### src/rtl/conv_pkg.sv
// Shared types and constants for the 3x3 window controller.
// CONV_STRIDE2_EN selects stride-2 window emission (also changes win_count).
package conv_pkg;

    localparam int DATA_W_DEFAULT = 8;

    typedef enum logic [1:0] {
        IDLE   = 2'd0,
        STREAM = 2'd1,
        DONE   = 2'd2
    } state_e;

    // Number of win_valid pulses in one w x h frame.
    function automatic int win_count(input int w, input int h);
`ifdef CONV_STRIDE2_EN
        return ((w - 1) / 2) * ((h - 1) / 2);
`else
        return (w - 2) * (h - 2);
`endif
    endfunction

    localparam int WIN_COUNT_DEFAULT = win_count(8, 8);

endpackage

### src/rtl/conv3x3_line_buf.sv
// One image row of pixels: synchronous write, asynchronous read at the same column.
// Contents are intentionally not reset.
module conv3x3_line_buf #(
    parameter int DATA_W = 8,
    parameter int IMG_W  = 8,
    localparam int COL_W = $clog2(IMG_W)
) (
    input  logic                     clk,
    input  logic                     wr_en_i,
    input  logic [COL_W-1:0]         col_i,
    input  logic signed [DATA_W-1:0] wr_data_i,
    output logic signed [DATA_W-1:0] rd_data_o
);

    logic signed [DATA_W-1:0] mem_q [IMG_W];

    always_ff @(posedge clk) begin
        if (wr_en_i) begin
            mem_q[col_i] <= wr_data_i;
        end
    end

    // Read returns the pre-write value, giving read-before-write on accept.
    assign rd_data_o = mem_q[col_i];

endmodule

### src/rtl/conv3x3_window_ctrl.sv
// Raster-scan 3x3 window sequencer with two line buffers; one frame per start.
// Define CONV_STRIDE2_EN to emit only windows at even (row-2, col-2).
module conv3x3_window_ctrl
    import conv_pkg::*;
#(
    parameter int DATA_W = DATA_W_DEFAULT,
    parameter int IMG_W  = 8,
    parameter int IMG_H  = 8
) (
    input  logic                     clk,
    input  logic                     rst,
    input  logic                     start,
    input  logic signed [DATA_W-1:0] pix_in,
    input  logic                     pix_valid,
    output logic                     pix_ready,
    output logic signed [DATA_W-1:0] p00,
    output logic signed [DATA_W-1:0] p01,
    output logic signed [DATA_W-1:0] p02,
    output logic signed [DATA_W-1:0] p10,
    output logic signed [DATA_W-1:0] p11,
    output logic signed [DATA_W-1:0] p12,
    output logic signed [DATA_W-1:0] p20,
    output logic signed [DATA_W-1:0] p21,
    output logic signed [DATA_W-1:0] p22,
    output logic                     win_valid,
    output logic                     busy,
    output logic                     frame_done
);

    localparam int COL_W = $clog2(IMG_W);
    localparam int ROW_W = $clog2(IMG_H);
    localparam logic [COL_W-1:0] COL_LAST = COL_W'(IMG_W - 1);
    localparam logic [ROW_W-1:0] ROW_LAST = ROW_W'(IMG_H - 1);

    state_e                   state_q;
    logic [ROW_W-1:0]         row_q;
    logic [COL_W-1:0]         col_q;
    logic                     win_valid_q;
    logic                     accept;
    logic                     last_pix;
    logic                     win_hit;
    logic signed [DATA_W-1:0] lb1_rd;
    logic signed [DATA_W-1:0] lb2_rd;
    logic signed [DATA_W-1:0] row_in [3];
    logic [2:0][2:0][DATA_W-1:0] win_taps;

    assign pix_ready  = (state_q == STREAM);
    assign busy       = (state_q == STREAM);
    assign frame_done = (state_q == DONE);
    assign win_valid  = win_valid_q;

    assign accept   = pix_valid & pix_ready;
    assign last_pix = (row_q == ROW_LAST) && (col_q == COL_LAST);

    // Requiring col>=2 keeps taps that straddle a row wrap from ever being flagged.
`ifdef CONV_STRIDE2_EN
    assign win_hit = accept && (row_q >= ROW_W'(2)) && (col_q >= COL_W'(2))
                     && !row_q[0] && !col_q[0];
`else
    assign win_hit = accept && (row_q >= ROW_W'(2)) && (col_q >= COL_W'(2));
`endif

    always_ff @(posedge clk) begin
        if (rst) begin
            state_q     <= IDLE;
            row_q       <= '0;
            col_q       <= '0;
            win_valid_q <= 1'b0;
        end else begin
            win_valid_q <= win_hit;
            case (state_q)
                IDLE: begin
                    if (start) begin
                        state_q <= STREAM;
                        row_q   <= '0;
                        col_q   <= '0;
                    end
                end
                STREAM: begin
                    if (accept) begin
                        if (col_q == COL_LAST) begin
                            col_q <= '0;
                            row_q <= row_q + ROW_W'(1);
                        end else begin
                            col_q <= col_q + COL_W'(1);
                        end
                        if (last_pix) begin
                            state_q <= DONE;
                        end
                    end
                end
                DONE:    state_q <= IDLE;
                default: state_q <= IDLE;
            endcase
        end
    end

    // lb1 holds the previous row, lb2 the one before it.
    conv3x3_line_buf #(.DATA_W(DATA_W), .IMG_W(IMG_W)) u_lb1 (
        .clk       (clk),
        .wr_en_i   (accept),
        .col_i     (col_q),
        .wr_data_i (pix_in),
        .rd_data_o (lb1_rd)
    );

    conv3x3_line_buf #(.DATA_W(DATA_W), .IMG_W(IMG_W)) u_lb2 (
        .clk       (clk),
        .wr_en_i   (accept),
        .col_i     (col_q),
        .wr_data_i (lb1_rd),
        .rd_data_o (lb2_rd)
    );

    assign row_in[0] = lb2_rd;
    assign row_in[1] = lb1_rd;
    assign row_in[2] = pix_in;

    for (genvar gi = 0; gi < 3; gi++) begin : g_tap_row
        logic signed [DATA_W-1:0] tap_q [3];

        always_ff @(posedge clk) begin
            if (rst) begin
                tap_q <= '{default: '0};
            end else if (accept) begin
                tap_q[0] <= tap_q[1];
                tap_q[1] <= tap_q[2];
                tap_q[2] <= row_in[gi];
            end
        end

        assign win_taps[gi] = {tap_q[2], tap_q[1], tap_q[0]};
    end

    assign p00 = win_taps[0][0];
    assign p01 = win_taps[0][1];
    assign p02 = win_taps[0][2];
    assign p10 = win_taps[1][0];
    assign p11 = win_taps[1][1];
    assign p12 = win_taps[1][2];
    assign p20 = win_taps[2][0];
    assign p21 = win_taps[2][1];
    assign p22 = win_taps[2][2];

endmodule
### config.mk
export PLATFORM = sky130hd
export DESIGN_NAME = conv3x3_window_ctrl
export DESIGN_NICKNAME = d
export VERILOG_FILES = /design/src/rtl/conv_pkg.sv /design/src/rtl/conv3x3_line_buf.sv /design/src/rtl/conv3x3_window_ctrl.sv
export SDC_FILE = /design/constraint.sdc
export NUM_CORES = 1
export LEC_CHECK = 0
export BUFFER_PORTS_ARGS = -buffer_cell sky130_fd_sc_hd__buf_2
export CAP_MARGIN = 20
export CORE_MARGIN = 2
export CORE_UTILIZATION = 55
export CTS_BUF_LIST = sky130_fd_sc_hd__clkbuf_4
export CTS_CLUSTER_DIAMETER = 120
export CTS_CLUSTER_SIZE = 20
export DETAILED_ROUTE_END_ITERATION = 16
export MAX_ROUTING_LAYER = met4
export PLACE_DENSITY = 0.76
export SYNTH_ARGS = -nofsm -noshare
export SYNTH_HDL_FRONTEND = slang
export SYNTH_SLANG_ARGS = --single-unit
### constraint.sdc
create_clock -name clk -period 2.3 [get_ports clk]
set_input_delay 0.345 -clock clk [delete_from_list [all_inputs] [get_ports clk]]
set_output_delay 0.345 -clock clk [all_outputs]
set_load 0.005 [all_outputs]
==> impl_metrics.ini <==
[status]
status = complete, no violations

[synthesis]
yosysUniqueCellTypes = 42
synthFlopType = edfxtp_1
synth_top_area_share = 0.476
syn_avg_cell_area_um2 = 12.9
netlist_top_cells_count = edfxtp_1 (128), nand2_1 (123), dfxtp_1 (84), a21oi_1 (64), mux2i_1 (29)
synth.largest_area_cell = edfxtp_1
ys_warn_count = 0
yosysMostFrequentCell = edfxtp_1
synth_fp_nets = 642
yosys-top-cells-area = edfxtp_1 (48%), dfxtp_1 (21%), nand2_1 (5.7%)
synthesis.area_um2 = 8080
syn_inst = 625
synth_edf_count = 128
synth-seq-cells = 212
ys_seq_area_frac = 0.684
async_flop_share = 0

[setup_path]
startpoint_type = flop
critical_path_arrival_ns = 2.58
required_ns = 2.84
r2r_cells = 6
critPathKind = flop to flop
critPathMaxFanout = 11
regToRegSetupSlack_ns = 0.26
crit_path_end_kind = flop
crit_end = p02[4]$_SDFFE_PP0P_
r2r-start = col_q[0]$_SDFFE_PP0P_
crit_path_start = col_q[0]$_SDFFE_PP0P_
r2r-end = p02[4]$_SDFFE_PP0P_

[global_route]
overflow = 0
grt_max_degree = 78
globalRouteTotalUtil = 0.223
grt_pass1_wl_mm = 27.0
grt_pass1_vias = 4972
antenna_found_initial = 1

[place]
place_hpwl_mm = 11.4
dp.cells = 879
dpl_worst_slack_ns = 0.318
gp_congestion = 0.840
port_buffers = 87

[floorplanning]
die_area_um2 = 15700
rows = 44
die_h_um = 125
die_x_um = 125
top_level_ports = 88
initial_core_util = 0.560
coreArea_um2 = 14400

[cts]
cts_resized = 0
clk_latency_ns = 0.62
ctsRootBufferMaster = clkbuf_4
postCtsSetupBuffers = 0
clock_path_buffers = 3
numCtsBuffers = 14
clk_pin_slew_ns = 0.22
cts_max_level = 1
clock_sinks = 212
cts_tree = built
ctsHoldBuffers = 3

[pwr]
ir_worst_vdd_mv = 0.559
power_mw = 6.01
power.density_nw_per_um2 = 669
p_leak_nw = 3.17

[timing]
skew_ns = 0.0362
min_period_ns = 2.04
tightestPinTransition_ns = 0.907
setup_slack_ns = 0.260
report.final.hold_viol_count = 0
maxSlewViolCount = 0
slew_headroom = 0.393
setup-violations-final = 0
hold_slack_ns = 0.0229
rsz0062_at_grt = no
fmax_mhz = 490
timing.final.crit_share = 0.887

[min_path]
hold_path.class = input pin to flop

[job]
maxCapViolations = 0

[routing]
wl_per_cell_um = 18.8
dr.pass1.iters = 5
routed_wl_mm = 17.0
via_count = 5064
initialDrtViolationCount = 351
drt-vias-per-instance = 5.58
drcViolationCount = 0
drtAntennaViolNets = 0

[layout]
final_nets = 732
instances_no_fill = 908
syn2layout_area_growth_pct = 11.1
drive_gt1_frac = 0.235
final_util = 0.623
## worst max-delay path, stage by stage, from the launching register on
cell and delay, ns:
dfxtp_1 0.73, buf_4 0.26, buf_4 0.15, mux2i_1 0.07, o21ai_0 0.36, a21oi_1 0.13, a211oi_1 0.25
## power breakdown
part | internal [mW] | switching, mW | total, mW
clock network | 0.460 | 1.08 | 1.54
registers | 4.09 | 0.0434 | 4.13
logic | 0.121 | 0.220 | 0.341
total | 4.67 | 1.34 | 6.00
## sequential cells by signal, summed over array words and instances, names as in the netlist, named ones only
| register | flops |
|---|---|
| state_q | 2 |
| p01 | 8 |
| p21 | 8 |
| p00 | 8 |
| p10 | 8 |
| p12 | 8 |
| p22 | 8 |
| row_q | 3 |
| u_lb1.mem_q | 64 |
| p11 | 8 |
| win_valid | 1 |
| u_lb2.mem_q | 64 |
| p02 | 8 |
| col_q | 3 |
| p20 | 8 |
## kinds of logic after synthesis
logic type,count (synthesis),synth area share
buffers and inverters,45,0.0336
AO/OA/AOI/OAI,125,0.105
flip-flops,212,0.684
AND/OR/NAND/NOR,179,0.0904
multiplexers,59,0.0791
adder cells (fa/ha/maj),5,0.00774
## worst min path at each step
| stage | cells past startpoint | slack [ns] | endpoint | from |
|---|---|---|---|---|
| after floorplan | 0 | 0.44 | u_lb1.mem_q[0][0]$_DFFE_PP_ | pix_in[0] |
| after global placement | 2 | 0.44 | p20[5]$_SDFFE_PP0P_ | p20[5]$_SDFFE_PP0P_ |
| after detailed placement | 2 | 0.45 | p20[5]$_SDFFE_PP0P_ | p20[5]$_SDFFE_PP0P_ |
| after CTS | 3 | 0.0009 | state_q[1]$_SDFFE_PP0P_ | pix_valid |
| after global routing | 1 | 0.006 | u_lb1.mem_q[2][0]$_DFFE_PP_ | pix_in[0] |
| final | 3 | 0.02 | state_q[0]$_SDFFE_PP0P_ | start |
## area by class of cell
class,count,area [µm²]
fill,1097,5440
tap,184,230
timing repair buffer,115,706
clock inverter,1,8.76
clock buffer,23,173
inverter,4,15.0
antenna,1,2.50
multi-input combinational,368,2320
sequential,212,5530
## per-layer routing
layer  up-vias  routed length (µm)  track usage
met5         -                   0            -
met4         0                 467       0.0673
met3        35                 731       0.0342
met2       109                8460        0.365
met1      2483                7380        0.291
li1       2437                   -            -
## layout by cell type, fill, tap and decap left out, types with 14 or more instances in the layout
cell | synthesis | layout
edfxtp_1 | 128 | 128
nand2_1 | 123 | 122
buf_2 | 11 | 87
dfxtp_1 | 84 | 84
a21oi_1 | 64 | 64
mux2i_1 | 29 | 29
nor2_1 | 24 | 24
clkbuf_4 | 0 | 23
buf_4 | 9 | 20
o21a_1 | 16 | 16
mux2_1 | 14 | 14
## metrics by stage
step,cell area [µm²],TNS (ns)
floorplan,8090,-18.36
global placement,8760,0
detailed placement,8760,0
CTS,8970,0
global route,8980,0
finish,8980,0
No activity file was read; power rests on OpenSTA's default activity.
